<file path="config.mk">
export PLATFORM = sky130hd
export DESIGN_NAME = int_pe_simd
export DESIGN_NICKNAME = d
export VERILOG_FILES = /design/src/rtl/int_pe_simd.sv
export SDC_FILE = /design/constraint.sdc
export NUM_CORES = 1
export LEC_CHECK = 0
export CAP_MARGIN = 40
export CORE_MARGIN = 3
export CORE_UTILIZATION = 47
export CTS_CLUSTER_SIZE = 8
export DETAILED_ROUTE_END_ITERATION = 7
export PLACE_DENSITY_LB_ADDON = 0.3
export SYNTH_ARGS = -nofsm -noshare
export SYNTH_HDL_FRONTEND = slang
export SYNTH_SLANG_ARGS = --single-unit
</file>
<file path="constraint.sdc">
create_clock -name clk -period 7.6 [get_ports clk]
set_input_delay 0.76 -clock clk [delete_from_list [all_inputs] [get_ports clk]]
set_output_delay 0.76 -clock clk [all_outputs]
set_load 0.02 [all_outputs]
</file>
<file path="src/rtl/int_pe_simd.sv">
// int_pe_simd: output-stationary multi-lane INT processing element.
// Forwards packed operands right/down with their control, accumulates a
// LANES-wide dot product into a wide accumulator and shifts partial sums
// down a drain chain. Sticky overflow flag.
// Optional feature: define INT_PE_SAT_EN to clamp the accumulator on
// overflow instead of wrapping.
module int_pe_simd #(
    parameter int WORD_SIZE = 4,
    parameter int LANES     = 2,
    parameter int ACC_WIDTH = 24
) (
    input  logic                         clk,
    input  logic                         rst,
    input  logic [1:0]                   mode_in,
    input  logic                         signed_in,
    input  logic                         valid_in,
    input  logic [LANES*WORD_SIZE-1:0]   left_in,
    input  logic [LANES*WORD_SIZE-1:0]   top_in,
    input  logic [ACC_WIDTH-1:0]         psum_in,
    input  logic                         psum_valid_in,
    output logic [LANES*WORD_SIZE-1:0]   right_out,
    output logic [LANES*WORD_SIZE-1:0]   bottom_out,
    output logic                         valid_out,
    output logic [1:0]                   mode_out,
    output logic                         signed_out,
    output logic [ACC_WIDTH-1:0]         psum_out,
    output logic                         psum_valid_out,
    output logic                         ovf_out
);

    localparam int OPW = LANES * WORD_SIZE;
    localparam int PW  = 2 * WORD_SIZE;
    localparam int MSB = ACC_WIDTH - 1;

    typedef enum logic [1:0] {
        MODE_HOLD  = 2'b00,
        MODE_MAC   = 2'b01,
        MODE_DRAIN = 2'b10,
        MODE_CLEAR = 2'b11
    } mode_t;

    logic [OPW-1:0]       left_q;
    logic [OPW-1:0]       top_q;
    logic                 valid_q;
    logic                 signed_q;
    mode_t                mode_q;

    logic [ACC_WIDTH-1:0] acc_q;
    logic                 psum_valid_q;
    logic                 ovf_q;

    logic [ACC_WIDTH-1:0] dot;
    logic [ACC_WIDTH:0]   sum_ext;
    logic [ACC_WIDTH-1:0] mac_result;
    logic                 mac_ovf;

    // Operand stage: capture operands and control so the wavefront stays aligned
    always_ff @(posedge clk or posedge rst) begin
        if (rst) begin
            left_q   <= '0;
            top_q    <= '0;
            valid_q  <= 1'b0;
            signed_q <= 1'b0;
            mode_q   <= MODE_HOLD;
        end else begin
            left_q   <= left_in;
            top_q    <= top_in;
            valid_q  <= valid_in;
            signed_q <= signed_in;
            mode_q   <= mode_t'(mode_in);
        end
    end

    // Dot product: per-lane products are exact in 2*WORD_SIZE bits, then widened
    always_comb begin
        logic [WORD_SIZE-1:0] a_lane;
        logic [WORD_SIZE-1:0] b_lane;
        logic [PW-1:0]        a_ext;
        logic [PW-1:0]        b_ext;
        logic [PW-1:0]        prod;
        dot    = '0;
        a_lane = '0;
        b_lane = '0;
        a_ext  = '0;
        b_ext  = '0;
        prod   = '0;
        for (int i = 0; i < LANES; i++) begin
            a_lane = left_q[i*WORD_SIZE +: WORD_SIZE];
            b_lane = top_q[i*WORD_SIZE +: WORD_SIZE];
            if (signed_q) begin
                a_ext = PW'(signed'(a_lane));
                b_ext = PW'(signed'(b_lane));
            end else begin
                a_ext = PW'(a_lane);
                b_ext = PW'(b_lane);
            end
            prod = a_ext * b_ext;
            if (signed_q) begin
                dot = dot + ACC_WIDTH'(signed'(prod));
            end else begin
                dot = dot + ACC_WIDTH'(prod);
            end
        end
    end

    // Accumulate with overflow detection; clamp instead of wrap when saturation is built in
    always_comb begin
        sum_ext    = {1'b0, acc_q} + {1'b0, dot};
        mac_result = sum_ext[ACC_WIDTH-1:0];
        if (signed_q) begin
            mac_ovf = (acc_q[MSB] == dot[MSB]) && (sum_ext[MSB] != acc_q[MSB]);
        end else begin
            mac_ovf = sum_ext[ACC_WIDTH];
        end
`ifdef INT_PE_SAT_EN
        if (mac_ovf) begin
            if (signed_q) begin
                mac_result = acc_q[MSB] ? {1'b1, {(ACC_WIDTH-1){1'b0}}}
                                        : {1'b0, {(ACC_WIDTH-1){1'b1}}};
            end else begin
                mac_result = '1;
            end
        end
`endif
    end

    // Accumulator stage: action selected by the mode that travelled with the operands
    always_ff @(posedge clk or posedge rst) begin
        if (rst) begin
            acc_q        <= '0;
            psum_valid_q <= 1'b0;
            ovf_q        <= 1'b0;
        end else begin
            case (mode_q)
                MODE_MAC: begin
                    if (valid_q) begin
                        acc_q        <= mac_result;
                        psum_valid_q <= 1'b1;
                        if (mac_ovf) begin
                            ovf_q <= 1'b1;
                        end
                    end
                end
                MODE_DRAIN: begin
                    acc_q        <= psum_in;
                    psum_valid_q <= psum_valid_in;
                end
                MODE_CLEAR: begin
                    acc_q        <= '0;
                    psum_valid_q <= 1'b0;
                    ovf_q        <= 1'b0;
                end
                default: begin
                end
            endcase
        end
    end

    assign right_out      = left_q;
    assign bottom_out     = top_q;
    assign valid_out      = valid_q;
    assign mode_out       = mode_q;
    assign signed_out     = signed_q;
    assign psum_out       = acc_q;
    assign psum_valid_out = psum_valid_q;
    assign ovf_out        = ovf_q;

endmodule

</file>
==> impl_table.tex <==
\begin{tabular}{lr}
\hline
Metric & Value \\
\hline
\multicolumn{2}{l}{\textbf{Yosys}} \\
\quad Syn\_nets & a little under 700 \\
\quad Number of flops mapped to enable cells by yosys & 0 \\
\quad Synthesis-stage register bit count & 46 \\
\quad Synthesized area divided by synthesized cell count & 8.96 um2 \\
\quad Fraction of registers with async set/reset & 1.00 \\
\quad Library cells used by synthesis & 54 \\
\quad Number of instances in the synthesized netlist & 556 \\
\quad Share of synthesized area occupied by flip-flops and latches & 0.231 \\
\quad Ys flop type & dfrtp\_1 \\
\quad Ys Warns & 0 \\
\quad Summed instance area of the synthesized netlist & 0.00498 mm2 \\
\multicolumn{2}{l}{\textbf{Die}} \\
\quad Die Outline Area & 0.0119 mm2 \\
\quad Core Box Area & 0.0100 mm2 \\
\quad Die extent in y & between 100 and 150 um \\
\quad Ports & 93 \\
\quad Num rows & 36 \\
\quad Initial cell density of the core & 0.496 \\
\quad Width of the die & 109 um \\
\multicolumn{2}{l}{\textbf{Route}} \\
\quad Detailed-routing iteration count for the pre-antenna-repair pass & 4 \\
\quad Number of vias per cell & 5.60 \\
\quad Antenna violation net count after detailed routing & 0 \\
\quad Total Routed Length & 12.6 mm \\
\quad DRC & 0 \\
\quad Vias after detailed routing & 4345 \\
\quad Routed WL per cell & 16.3 um \\
\quad Iteration-0 DRC Markers & 242 \\
\multicolumn{2}{l}{\textbf{Timing}} \\
\quad Setup skew after layout & 9.16 ps \\
\quad Normalized max-slew margin & 0.429 \\
\quad Share of the clock period used by the worst path & 0.935 \\
\quad Tightest Pin Transition & 857 ps \\
\quad Setup-failing EPs final & 0 \\
\quad Setup repair after global routing missed its margin & no \\
\quad Accumulated negative setup slack & 0 ps \\
\quad Max-slew violation count & 0 \\
\quad Minimum period implied by the final worst setup slack & 7110 ps \\
\quad Final hold violation count & 0 \\
\quad Fmax achieved & 0.141 GHz \\
\multicolumn{2}{l}{\textbf{CTS}} \\
\quad Clk pin slew, worst setup/hold paths & 90 ps \\
\quad CTS tree & yes \\
\quad Number of buffers added for setup after CTS & 0 \\
\quad Post-cts gate resize count & 0 \\
\quad Clock Root Buffer & clkbuf\_8 \\
\quad Number of CTS-inserted buffers & 5 \\
\quad Hold bufs inserted after CTS & 0 \\
\quad Clk Latency, worst-skew pair & between 300 and 400 ps \\
\quad Clock sink total & 46 \\
\quad CTS H-tree lvls & 2 \\
\quad Buffer levels on the longest clock path & 2 \\
\multicolumn{2}{l}{\textbf{Global route}} \\
\quad Maximum number of pins on one net before global-route repair & 38 \\
\quad Met3 usage in global routing & 0.0296 \\
\quad Antenna violations before repair & 0 \\
\quad Remaining global-route overflow & 0 \\
\quad Global Route met1 Usage & 0.309 \\
\quad Most used routing layer & met2 \\
\quad Met2 Track Usage GR & 0.379 \\
\quad Number of global-route vias before repair & 4419 \\
\quad Global-route wire length before repair & around 21 mm \\
\quad Aggregate global-route resource usage & 0.225 \\
\multicolumn{2}{l}{\textbf{Worst setup path}} \\
\quad Crit Reg-Reg Startpoint & signed\_out\$\_DFF\_PP0\_ \\
\quad CP most frequent cell & ha\_1 \\
\quad Maximum fanout encountered on the critical timing path & 17 \\
\quad Bufs and invs on worst path & 3 \\
\quad Largest stage delay on the critical path & 670 ps \\
\quad Slowest-stage cell, CP & dfrtp\_1 \\
\quad Worst path top cell family by delay & adder cells \\
\quad Endpoint of the worst register-to-register path & psum\_out[22]\$\_DFFE\_PP0P\_ \\
\quad Type of the worst setup path & reg2reg \\
\quad Worst reg-to-reg setup slack & 490 ps \\
\quad Endpoint kind of the worst setup timing path & flip-flop \\
\quad Worst Reg2Reg Path Length in Cells & 24 \\
\quad CP startpoint kind & flip-flop \\
\quad Number of logic stages on the critical path including buffering & 24 \\
\quad Worst EP required & 7790 ps \\
\quad Cell breakdown of the critical path & nand3\_1, fa\_1, inv\_1, ha\_1, inv\_1, fa\_1, fa\_1, inv\_1, ha\_1, a21oi\_1, xnor2\_1, xnor2\_1, and2\_1, ha\_1, or3b\_2, o21ai\_0, ha\_1, a21oi\_1, a21o\_1, nand3\_1, a221oi\_2, o31a\_1, nor4b\_1, a211o\_1 \\
\quad Arrival time reported for the critical path endpoint & $\sim$7300 ps \\
\multicolumn{2}{l}{\textbf{Place}} \\
\quad Routability-driven placement congestion ratio & 0.913 \\
\quad Post-place instance area & 0.00605 mm2 \\
\quad Sum of net half-perimeters after detailed placement & roughly 10 mm \\
\quad Count of buffers from port buffering & 92 \\
\multicolumn{2}{l}{\textbf{Layout}} \\
\quad Diodes inserted & 0 \\
\quad Design Area, Final & just over 0.006 mm2 \\
\quad Area growth from synthesis to layout & 23.1\% \\
\quad Final net count & $\sim$780 \\
\quad Fraction of final layout cells with drive strength greater than 1 & 0.0249 \\
\multicolumn{2}{l}{\textbf{Hold path}} \\
\quad Worst Hold End & psum\_out[5]\$\_DFFE\_PP0P\_ \\
\quad Startpoint of the most critical hold path & psum\_out[5]\$\_DFFE\_PP0P\_ \\
\quad Number of cells traversed by the worst hold path & 2 \\
\quad Worst hold path type & reg2reg \\
\multicolumn{2}{l}{\textbf{Pwr}} \\
\quad Power per cell area & around 450 mW/mm2 \\
\quad Static leakage & 2.88 nW \\
\quad Worst IR Drop VDD & approximately 0.28 mV \\
\quad Post-layout total power & 2.77 mW \\
\multicolumn{2}{l}{\textbf{Job}} \\
\quad Maximum capacitance violations & 0 \\
\multicolumn{2}{l}{\textbf{Status}} \\
\quad Outcome & completed \\
\hline
\end{tabular}
worst max path at each step:
stage                                    start                       end  slack [ps]
after detailed placement  signed_out$_DFF_PP0_  psum_out[22]$_DFFE_PP0P_         550
after CTS                 signed_out$_DFF_PP0_  psum_out[22]$_DFFE_PP0P_         530
after global routing      signed_out$_DFF_PP0_  psum_out[23]$_DFFE_PP0P_          60
after global placement    signed_out$_DFF_PP0_  psum_out[22]$_DFFE_PP0P_         630
after floorplan           signed_out$_DFF_PP0_  psum_out[22]$_DFFE_PP0P_         990
final                     signed_out$_DFF_PP0_  psum_out[22]$_DFFE_PP0P_         490
worst min-delay path, stage by stage (launching register included):
cell,delay [ps]
dfrtp_1,390
nor2_1,60
nor2_1,70
state kept, by name (all words and copies together) (netlist names):
signal / flops
mode_out: 2
valid_out: 1
right_out: 8
bottom_out: 8
ovf_out: 1
signed_out: 1
psum_out: 24
psum_valid_out: 1
logic make-up after synthesis:
family	after synthesis	synth area share
AOI/OAI and AO/OA	145	0.190
xor gates and xnor gates	49	0.0861
adders and majority gates	92	0.272
buffers and inverters	79	0.0595
DFF	46	0.231
muxes	10	0.0201
and+or+nand+nor	135	0.142
layer usage:
layer | share of wire | routed length (um)
met1 | 0.47 | 5950
met2 | 0.48 | 6020
met3 | 0.038 | 484
met4 | 0.013 | 167
met5 | 0 | 0
where the power goes:
group / switching [mW] / internal (mW)
logic: 1.25 / 0.981
registers: 0.0764 / 0.303
clock network: 0.0895 / 0.0737
cells in the final DEF, fill, tap and decap left out, types with 3 or more instances in the layout:
cell type,netlist,layout
nand2_1,29,29
clkdlybuf4s50_1,0,92
and2_1,29,29
o21bai_1,5,5
o21a_1,6,6
o221ai_1,5,5
a21oi_1,40,40
nor3_1,7,7
nor2_1,21,21
nand3_1,15,15
o22a_1,5,5
and3_1,4,4
or3_1,3,3
mux2i_1,10,10
a31oi_1,3,3
o21ai_0,33,33
nand2b_1,5,5
fa_1,27,27
xor2_1,14,14
a21o_1,16,16
ha_1,65,65
nand4_1,3,3
dfrtp_1,46,46
inv_1,63,62
nor2b_1,10,10
clkbuf_8,0,6
nor3b_1,3,3
a211oi_1,6,6
xnor2_1,35,35
o211ai_1,4,4
final cells by class:
class	count	area, um2
fill	881	3910
clock inverter	1	5.00
inverter	63	236
tap	133	166
sequential	46	1150
timing repair buffer	95	956
multi-input combinational	431	3540
clock buffer	7	86.3
synthesized netlist by cell type (15+ instances only):
cell type   n  area, um2
dfrtp_1    46       1150
and2_1     29        181
o21ai_0    33        165
fa_1       27        541
nand3_1    15       75.1
a21oi_1    40        200
a21o_1     16        120
nor2_1     21       78.8
nand2_1    29        109
ha_1       65        813
inv_1      63        236
xnor2_1    35        307
metrics by stage:
step	hold slack, ps	setup WS, ps	utilization	instances
floorplan	634	988	-	556
global placement	528	632	0.600	767
detailed placement	539	551	0.602	768
CTS	561	531	0.611	776
global route	587	63.4	0.611	776
finish	555	492	0.611	776
No activity file was read; power rests on OpenSTA's default activity.
